[config.mk]
export PLATFORM = sky130hd
export DESIGN_NAME = mdu_div_iter
export DESIGN_NICKNAME = d
export VERILOG_FILES = /design/src/rtl/mdu_pkg.sv /design/src/rtl/div_step.sv /design/src/rtl/mdu_div_iter.sv
export SDC_FILE = /design/constraint.sdc
export NUM_CORES = 1
export LEC_CHECK = 0
export CORE_UTILIZATION = 30
export CTS_CLUSTER_DIAMETER = 100
export CTS_CLUSTER_SIZE = 14
export DETAILED_ROUTE_END_ITERATION = 16
export DONT_BUFFER_PORTS = 1
export GPL_TIMING_DRIVEN = 1
export SYNTH_ARGS = -nofsm -noshare
export SYNTH_HDL_FRONTEND = slang
export SYNTH_SLANG_ARGS = --single-unit
[constraint.sdc]
create_clock -name clk -period 7.1 [get_ports clk]
set_input_delay 1.42 -clock clk [delete_from_list [all_inputs] [get_ports clk]]
set_output_delay 1.42 -clock clk [all_outputs]
set_load 0.005 [all_outputs]
[src/rtl/mdu_pkg.sv]
// Shared definitions for the iterative RV32M divider.
package mdu_pkg;

   // funct3[1:0] of the DIV/DIVU/REM/REMU group
   localparam logic [1:0] OP_DIV  = 2'b00;
   localparam logic [1:0] OP_DIVU = 2'b01;
   localparam logic [1:0] OP_REM  = 2'b10;
   localparam logic [1:0] OP_REMU = 2'b11;

   typedef enum logic [1:0] {
      IDLE,
      CALC,
      FIX
   } state_e;

   // Most negative two's-complement value of the given width, right-aligned
   function automatic logic [63:0] min_int(input int unsigned width);
      return 64'd1 << (width - 1);
   endfunction

endpackage

[src/rtl/div_step.sv]
// One restoring-division step: shift {rem,quo} left, trial-subtract the divisor.
module div_step #(
   parameter int unsigned DATA_WIDTH = 32
) (
   input  logic [DATA_WIDTH-1:0] rem,
   input  logic [DATA_WIDTH-1:0] quo,
   input  logic [DATA_WIDTH-1:0] dvs,
   output logic [DATA_WIDTH-1:0] step_rem,
   output logic [DATA_WIDTH-1:0] step_quo
);

   logic [DATA_WIDTH:0] shifted;
   logic [DATA_WIDTH:0] trial;

   // rem < dvs holds on entry, so trial always fits in DATA_WIDTH+1 signed bits
   always_comb begin
      shifted = {rem, quo[DATA_WIDTH-1]};
      trial   = shifted - {1'b0, dvs};
      if (!trial[DATA_WIDTH]) begin
         step_rem = trial[DATA_WIDTH-1:0];
         step_quo = {quo[DATA_WIDTH-2:0], 1'b1};
      end else begin
         step_rem = shifted[DATA_WIDTH-1:0];
         step_quo = {quo[DATA_WIDTH-2:0], 1'b0};
      end
   end

endmodule

[src/rtl/mdu_div_iter.sv]
// Iterative RV32M divider: one quotient bit per cycle, 1-cycle fast path for
// divide-by-zero and signed overflow, sign fix-up in a final FIX cycle.
module mdu_div_iter
   import mdu_pkg::*;
#(
   parameter int unsigned DATA_WIDTH = 32
) (
   input  logic                  clk,
   input  logic                  rstn,
   input  logic                  start,
   input  logic [1:0]            op,
   input  logic [DATA_WIDTH-1:0] dividend,
   input  logic [DATA_WIDTH-1:0] divisor,
   input  logic                  flush,
   output logic                  busy,
   output logic                  done,
   output logic [DATA_WIDTH-1:0] result
);

   localparam int unsigned CNT_W = $clog2(DATA_WIDTH) + 1;
   localparam logic [DATA_WIDTH-1:0] MIN_INT = DATA_WIDTH'(min_int(DATA_WIDTH));

   state_e                state, state_nx;
   logic [CNT_W-1:0]      cnt;
   logic [DATA_WIDTH-1:0] rem, quo, dvs;
   logic                  sel_rem, neg_q, neg_r;

   logic                  accept, is_signed, sign_a, sign_b;
   logic                  div_zero, overflow, cnt_last;
   logic [DATA_WIDTH-1:0] abs_a, abs_b;
   logic [DATA_WIDTH-1:0] step_rem, step_quo;
   logic [DATA_WIDTH-1:0] quo_fix, rem_fix;

   div_step #(.DATA_WIDTH(DATA_WIDTH)) u_step (
      .rem      (rem),
      .quo      (quo),
      .dvs      (dvs),
      .step_rem (step_rem),
      .step_quo (step_quo)
   );

   // Acceptance decode, operand magnitudes and fast-path detection
   always_comb begin
      accept    = (state == IDLE) && start && !flush;
      is_signed = (op == OP_DIV) || (op == OP_REM);
      sign_a    = is_signed && dividend[DATA_WIDTH-1];
      sign_b    = is_signed && divisor[DATA_WIDTH-1];
      abs_a     = sign_a ? -dividend : dividend;
      abs_b     = sign_b ? -divisor : divisor;
      div_zero  = (divisor == '0);
      overflow  = is_signed && (dividend == MIN_INT) && (divisor == '1);
      cnt_last  = (cnt == CNT_W'(1));
      busy      = (state != IDLE);
      quo_fix   = neg_q ? -quo : quo;
      rem_fix   = neg_r ? -rem : rem;
   end

   // Next-state logic; flush overrides everything
   always_comb begin
      state_nx = state;
      case (state)
         IDLE:    if (accept) state_nx = (div_zero || overflow) ? FIX : CALC;
         CALC:    if (cnt_last) state_nx = FIX;
         FIX:     state_nx = IDLE;
         default: state_nx = IDLE;
      endcase
      if (flush) state_nx = IDLE;
   end

   // State register
   always_ff @(posedge clk or negedge rstn) begin
      if (!rstn) state <= IDLE;
      else       state <= state_nx;
   end

   // Operand capture and iteration; fast path preloads the final value with
   // sign flags cleared so FIX passes it through untouched
   always_ff @(posedge clk or negedge rstn) begin
      if (!rstn) begin
         cnt     <= '0;
         rem     <= '0;
         quo     <= '0;
         dvs     <= '0;
         sel_rem <= 1'b0;
         neg_q   <= 1'b0;
         neg_r   <= 1'b0;
      end else if (accept) begin
         sel_rem <= op[1];
         cnt     <= CNT_W'(DATA_WIDTH);
         dvs     <= abs_b;
         if (div_zero) begin
            quo   <= '1;
            rem   <= dividend;
            neg_q <= 1'b0;
            neg_r <= 1'b0;
         end else if (overflow) begin
            quo   <= MIN_INT;
            rem   <= '0;
            neg_q <= 1'b0;
            neg_r <= 1'b0;
         end else begin
            quo   <= abs_a;
            rem   <= '0;
            neg_q <= sign_a ^ sign_b;
            neg_r <= sign_a;
         end
      end else if ((state == CALC) && !flush) begin
         rem <= step_rem;
         quo <= step_quo;
         cnt <= cnt - 1'b1;
      end
   end

   // Result and done pulse, produced on leaving FIX
   always_ff @(posedge clk or negedge rstn) begin
      if (!rstn) begin
         done   <= 1'b0;
         result <= '0;
      end else begin
         done <= (state == FIX) && !flush;
         if ((state == FIX) && !flush) result <= sel_rem ? rem_fix : quo_fix;
      end
   end

endmodule

==> impl_metrics.csv, run 1 <==
group,metric,value,unit
status,status,"finished clean",
sta,fmax,0.228,GHz
die,ios,104,
sta,rsz0062_at_grt,"false",
clock_tree,clk_latency,0.43,ns
die,start_util,0.306,
critical_path,path_max_fanout,38,
routing,drt_pass1_iterations,5,
logic_synthesis,synth_top_family_by_area,"compound AO/OA/AOI/OAI gates",
logic_synthesis,yosysUniqueCellTypes,72,
min_path,hold_path_class,"reg -> reg",
min_path,min_to,"dvs[4]",
clock_tree,postCtsSetupBuffers,0,
finish,syn2layout_area_growth,8.22,%
global_routing,grt_busiest_layer,"met2",
critical_path,reg2reg_depth,11,
routing,drc_errors,0,
logic_synthesis,netlist_area,11200,µm²
critical_path,max_stage_delay,0.72,ns
global_routing,grt_pass1_wl,53.8,mm
finish,layout_commonest_cell,"nand2_1",
place,dpl-instance-area,11600,µm²
die,core,36700,µm²
power_and_ir_drop,ir_drop,0.000191,V
sta,clock_skew,0.00636,ns
global_routing,antenna_found_initial,0,
die,rows,70,
sta,finalSetupTns,0,ns
logic_synthesis,synthSimpleGateAreaFrac,0.179,
clock_tree,cts_root_buf,"clkbuf_16",
global_routing,grt_overflow,0,
global_routing,grt_use_total,0.179,
place,gp_congestion,0.885,
routing,postRouteAntennaNets,0,
clock_tree,h-tree-depth,4,
logic_synthesis,synthXorXnorAreaFrac,0.115,
finish,drive_gt1_frac,0.0485,
global_routing,grt_util_met3,0.0307,
logic_synthesis,yosysSeqAreaShare,0.312,
die,die_area,38200,µm²
finish,fin_area,12200,µm²
routing,vias_per_cell,5.50,
place,dpl.cell_count,1797,
place,port_buffers,0,
critical_path,crit_required,7.43,ns
critical_path,rr_endpoint,"rem[16]",
clock_tree,cts_hold_buf,0,
routing,detail_route.wl_per_cell,18.4,µm
die,die_y,196,µm
global_routing,grt_max_degree,141,
critical_path,worstSetupPathType,"in -> reg",
global_routing,use_met1,0.252,
logic_synthesis,syn_inst,1407,
finish,final_cells,1829,
logic_synthesis,syn-num-nets,1517,
clock_tree,clock_sinks,140,
job,maxCapViolCount,0,
logic_synthesis,synth_ff_type,"dfrtp_1",
power_and_ir_drop,power.density,461,nW/µm²
clock_tree,cts_resized,0,
critical_path,arrival,4.72,ns
sta,tightest_slew,1.38,ns
logic_synthesis,synth_edf_count,0,
finish,num-nets-final,1458,
sta,period_share,0.619,
min_path,hold_start,"dvs[4]",
min_path,holdPathStages,2,
clock_tree,cts-buffers-inserted,17,
finish,num_antenna_cells,0,
power_and_ir_drop,p_leak,4.94,nW
sta,setup-violations-final,0,
critical_path,crit_chain,"inv_1 > ha_1 > nand2b_1 > or4_1 > nor4_2 > nand2_1 > nor3_4 > buf_4 > a21oi_1 > a311oi_1",
global_routing,grt_pass1_vias,9756,
logic_synthesis,yosysWarnings,0,
finish,fillCellCount,3856,
die,die_x,196,µm
clock_tree,cts_tree,"done",
routing,routed-via-count,10100,
routing,wirelength,33.6,mm
logic_synthesis,synth.avg_cell_area,7.99,µm²
finish,layout_common_cells,"nand2_1 (168), dfrtp_1 (140), o21ai_0 (139)",
logic_synthesis,synthMuxAreaShare,0.0492,
sta,maxSlewHeadroom,0.0794,
critical_path,worst_setup_path_start_kind,"primary input",
logic_synthesis,synthArstFlopShare,1.00,
clock_tree,clk_pin_slew,0.06,ns
logic_synthesis,synth_seq_cells,140,
sta,period_minus_slack,4.39,ns
critical_path,r2r-start,"rem[4]",
critical_path,crit_slowest_cell,"nor3_4",
clock_tree,clockBufferDepth,2,
logic_synthesis,synth_fa_ha_area_frac,0.0452,
sta,hold_ws,0.478,ns
routing,drt_iter0_markers,806,
critical_path,cp-end-kind,"register",
logic_synthesis,synth_compound_area_frac,0.246,
critical_path,r2r_slack,2.82,ns
power_and_ir_drop,total_power,5.61,mW
global_routing,grtUsageMet2,0.270,
sta,hold_viol,0,
sta,slew_violations,0,
place,dp_hpwl,25.7,mm
==> synth_stat cells, types with 14 or more instances <==
| master | n | area (µm²) |
|---|---|---|
| xor2_1 | 60 | 526 |
| a211oi_1 | 25 | 188 |
| nor4_1 | 18 | 113 |
| xnor2_1 | 88 | 771 |
| o21ai_0 | 139 | 696 |
| dfrtp_1 | 140 | 3500 |
| nand2b_1 | 19 | 119 |
| clkbuf_1 | 75 | 282 |
| inv_1 | 60 | 225 |
| a21o_1 | 21 | 158 |
| nand3_1 | 16 | 80.1 |
| a32oi_1 | 14 | 123 |
| ha_1 | 39 | 488 |
| nand2_1 | 169 | 634 |
| mux2i_1 | 53 | 531 |
| nand4_1 | 15 | 93.8 |
| a21oi_1 | 110 | 551 |
| o31ai_1 | 26 | 195 |
| nor2_1 | 105 | 394 |
| nor3_1 | 26 | 130 |
| a31oi_1 | 25 | 156 |
==> how the worst max path moves through the flow <==
stage,startpoint,to,cells past startpoint
2_1_floorplan,divisor[0],quo[1],11
6_report,divisor[0],rem[16],10
3_5_place_dp,divisor[0],rem[16],10
4_1_cts,divisor[0],rem[16],10
3_3_place_gp,divisor[0],rem[16],10
5_1_grt,divisor[0],rem[16],10
==> per-stage QoR <==
step | utilization | setup WS (ns)
4_1_cts | 0.331 | 2.79
2_1_floorplan | - | 3.49
6_report | 0.331 | 2.71
3_5_place_dp | 0.315 | 2.33
5_1_grt | 0.331 | 2.39
3_3_place_gp | 0.315 | 2.39
==> worst max-delay path: cells and delay by family <==
kind	cells	cell delay [ns]
AND/OR/NAND/NOR	5	2.14
buffers and inverters	2	0.55
AO/OA/AOI/OAI	2	0.43
adder cells (fa/ha/maj)	1	0.16
==> layout make-up <==
class,instances,area (µm²),share of cell area
sequential,140,3500,0.288
clock buffer,18,429,0.0353
tap,468,586,0.0482
inverter,61,229,0.0188
multi-input combinational,1118,7170,0.589
clock inverter,14,173,0.0142
timing repair buffer,10,75.1,0.00617
==> registers in the layout, indices dropped and copies added, names as in the netlist <==
register  count
dvs          32
neg_r         1
done          1
cnt           6
sel_rem       1
neg_q         1
quo          32
state         2
result       32
rem          32
==> report_power, final <==
group / leakage, nW / switching [mW] / total [mW] / internal (mW)
clock network: 0.266 / 0.367 / 0.919 / 0.551
registers: 1.74 / 0.521 / 1.63 / 1.11
logic: 2.93 / 1.74 / 3.06 / 1.32
total: 4.94 / 2.63 / 5.61 / 2.98
==> layer usage <==
metal,vias to the layer above,share of wire,wire length [µm]
met4,0,0.028,926
met1,4721,0.48,16000
met3,50,0.068,2280
met2,345,0.43,14400
li1,4952,-,-
met5,-,0,0
==> cell families after synthesis <==
group,count (synthesis)
buffers and inverters,149
AO/OA/AOI/OAI,445
flip-flops,140
multiplexers,55
AND/OR/NAND/NOR,430
XOR/XNOR,148
adder cells (fa/ha/maj),40
Power figures use the tool's default switching activity.
==> inputs of run 2 (changes only) <==
==> constraint.sdc (replaced) <==
create_clock -name clk -period 4.5 [get_ports clk]
set_input_delay 0.9 -clock clk [delete_from_list [all_inputs] [get_ports clk]]
set_output_delay 0.9 -clock clk [all_outputs]
set_load 0.005 [all_outputs]
==> run 2 against run 1 <==
  * Clock-buffer cell count fell by 1
  * Flip-flop and latch count did not move
  * Critical endpoint is now rem[0]
  * Via count fell by 0.74%
  * Combinational power rose by 63%
  * Global-route usage rose by 0.14 points
  * Hold slack got worse by 0.32 ns
  * Total power rose by 59%
  * Clock power rose by 60%
  * Sequential power rose by 53%
  * Core utilization rose by 0.33 points
==> impl_metrics.csv, run 2 (synthesis gave the netlist of run 1 again) <==
group,metric,value,unit
status,status,"finished clean",
place,gp_congestion,0.917,
routing,postRouteAntennaNets,0,
routing,routed-via-count,9994,
power_and_ir_drop,comb_power_share,0.557,
sta,finalSetupTns,0,ns
sta,fin_ws,0.962,ns
sta,period_minus_slack,3.54,ns
sta,clock_skew,0.0138,ns
power_and_ir_drop,p_clk_frac,0.164,
power_and_ir_drop,p_leak,5.05,nW
routing,vias_per_cell,5.42,
sta,maxSlewHeadroom,0.316,
global_routing,grt_max_degree,141,
clock_tree,cts_root_buf,"clkbuf_16",
power_and_ir_drop,power.density,729,nW/µm²
global_routing,grt_pass1_vias,9603,
clock_tree,clk_latency,0.44,ns
global_routing,antenna_found_initial,0,
critical_path,worstSetupPathType,"reg -> reg",
die,die_y,196,µm
routing,detail_route.wl_per_cell,18.5,µm
finish,num_antenna_cells,0,
die,die_x,196,µm
power_and_ir_drop,p_sw,4.24,mW
clock_tree,cts-buffers-inserted,17,
critical_path,worst_setup_path_start_kind,"register",
clock_tree,clock_sinks,140,
sta,slew_violations,0,
finish,syn2layout_area_growth,9.31,%
critical_path,cp-end-kind,"register",
clock_tree,clockBufferDepth,2,
power_and_ir_drop,internal_power,4.71,mW
die,core,36700,µm²
sta,fmax,0.283,GHz
clock_tree,cts_tree,"done",
power_and_ir_drop,sequentialPowerShare,0.279,
power_and_ir_drop,ir_drop,0.000281,V
clock_tree,cts_hold_buf,0,
die,die_area,38200,µm²
sta,hold_viol,0,
critical_path,r2r_slack,0.96,ns
clock_tree,h-tree-depth,4,
sta,hold_ws,0.156,ns
finish,fin_area,12300,µm²
routing,drc_errors,0,
die,ios,104,
routing,drt_pass1_iterations,6,
critical_path,path_max_fanout,27,
sta,period_share,0.786,
global_routing,grt_pass1_wl,54.1,mm
global_routing,grt_use_total,0.180,
routing,drt_iter0_markers,793,
finish,layout_common_cells,"nand2_1 (168), dfrtp_1 (140), o21ai_0 (139)",
global_routing,grt_overflow,0,
critical_path,crit_required,4.86,ns
finish,layout_commonest_cell,"nand2_1",
finish,multi_input_area,7170,µm²
finish,fillCellCount,3870,
die,rows,70,
finish,ff_latch_area,3500,µm²
sta,rsz0062_at_grt,"false",
place,dp_hpwl,26.0,mm
sta,setup-violations-final,0,
finish,num-nets-final,1473,
place,pre_cts_ws,0.961,ns
place,port_buffers,0,
place,dpl-instance-area,11700,µm²
min_path,hold_path_class,"in -> async",
clock_tree,postCtsSetupBuffers,0,
finish,drive_gt1_frac,0.0596,
job,maxCapViolCount,0,
routing,wirelength,34.1,mm
critical_path,arrival,3.90,ns
power_and_ir_drop,swShare,0.473,
clock_tree,cts_resized,0,
clock_tree,clk_pin_slew,0.07,ns
sta,tightest_slew,1.03,ns
die,start_util,0.306,
==> run 2: changes by cell type in the layout (fill, tap and decap cells not counted) <==
cell and delta:
buf_12 +1, buf_4 +14, bufinv_16 -1, clkbuf_1 -1, clkinvlp_4 -7, inv_6 +7
inv_8 +2
==> run 2: layout make-up <==
cell class                 instances  area share
sequential                       140       0.285
clock buffer                      17      0.0346
clock inverter                    15      0.0142
multi-input combinational       1118       0.583
inverter                          61      0.0186
timing repair buffer              25      0.0163
tap                              468      0.0477
==> run 2: per-stage QoR <==
stage / util / instances / power, mW
2_1_floorplan: - / 1407 / 6.21
3_3_place_gp: 0.318 / 1812 / 7.33
3_5_place_dp: 0.318 / 1812 / 7.42
4_1_cts: 0.335 / 1844 / 8.92
5_1_grt: 0.335 / 1844 / 9.69
6_report: 0.335 / 1844 / 8.95
==> run 2: power groups by stage <==
| stage | clock network, mW | logic (mW) | registers [mW] |
|---|---|---|---|
| final | 1.47 | 4.98 | 2.50 |
| after detailed placement | 0 | 4.91 | 2.51 |
| after global routing | 1.55 | 5.57 | 2.58 |
| after floorplan | 0 | 4.03 | 2.18 |
| after global placement | 0 | 4.85 | 2.49 |
| after CTS | 1.50 | 4.94 | 2.49 |
==> run 2: metal layers <==
metal,up-vias,routed length [µm],GRT usage,part of all wire
met5,-,0,0,0
met4,0,631,0.0505,0.018
met3,29,1840,0.0297,0.054
met2,265,14900,0.275,0.44
met1,4728,16800,0.259,0.49
li1,4972,-,-,-
==> run 2: final timing paths <==
path	cells after the start	end	from
max	13	rem[0]	quo[31]
max in group asynchronous	0	dvs[31]	rstn
min in group clk	2	dvs[15]	dvs[15]
max reg2reg	13	rem[0]	quo[31]
min reg2reg	2	dvs[15]	dvs[15]
min	0	result[12]	rstn
==> run 2: worst max-delay path: stages, from the launching register on <==
cell      delay (ns)
dfrtp_1         0.32
inv_1           0.09
ha_1            0.23
fa_1            0.41
nand2b_1        0.19
a21oi_1         0.23
o21a_1          0.25
a31oi_2         0.19
o21ai_4         0.23
mux2i_1         0.15
a311oi_4        0.26
buf_4           0.40
mux2_2          0.39
o21ai_1         0.11
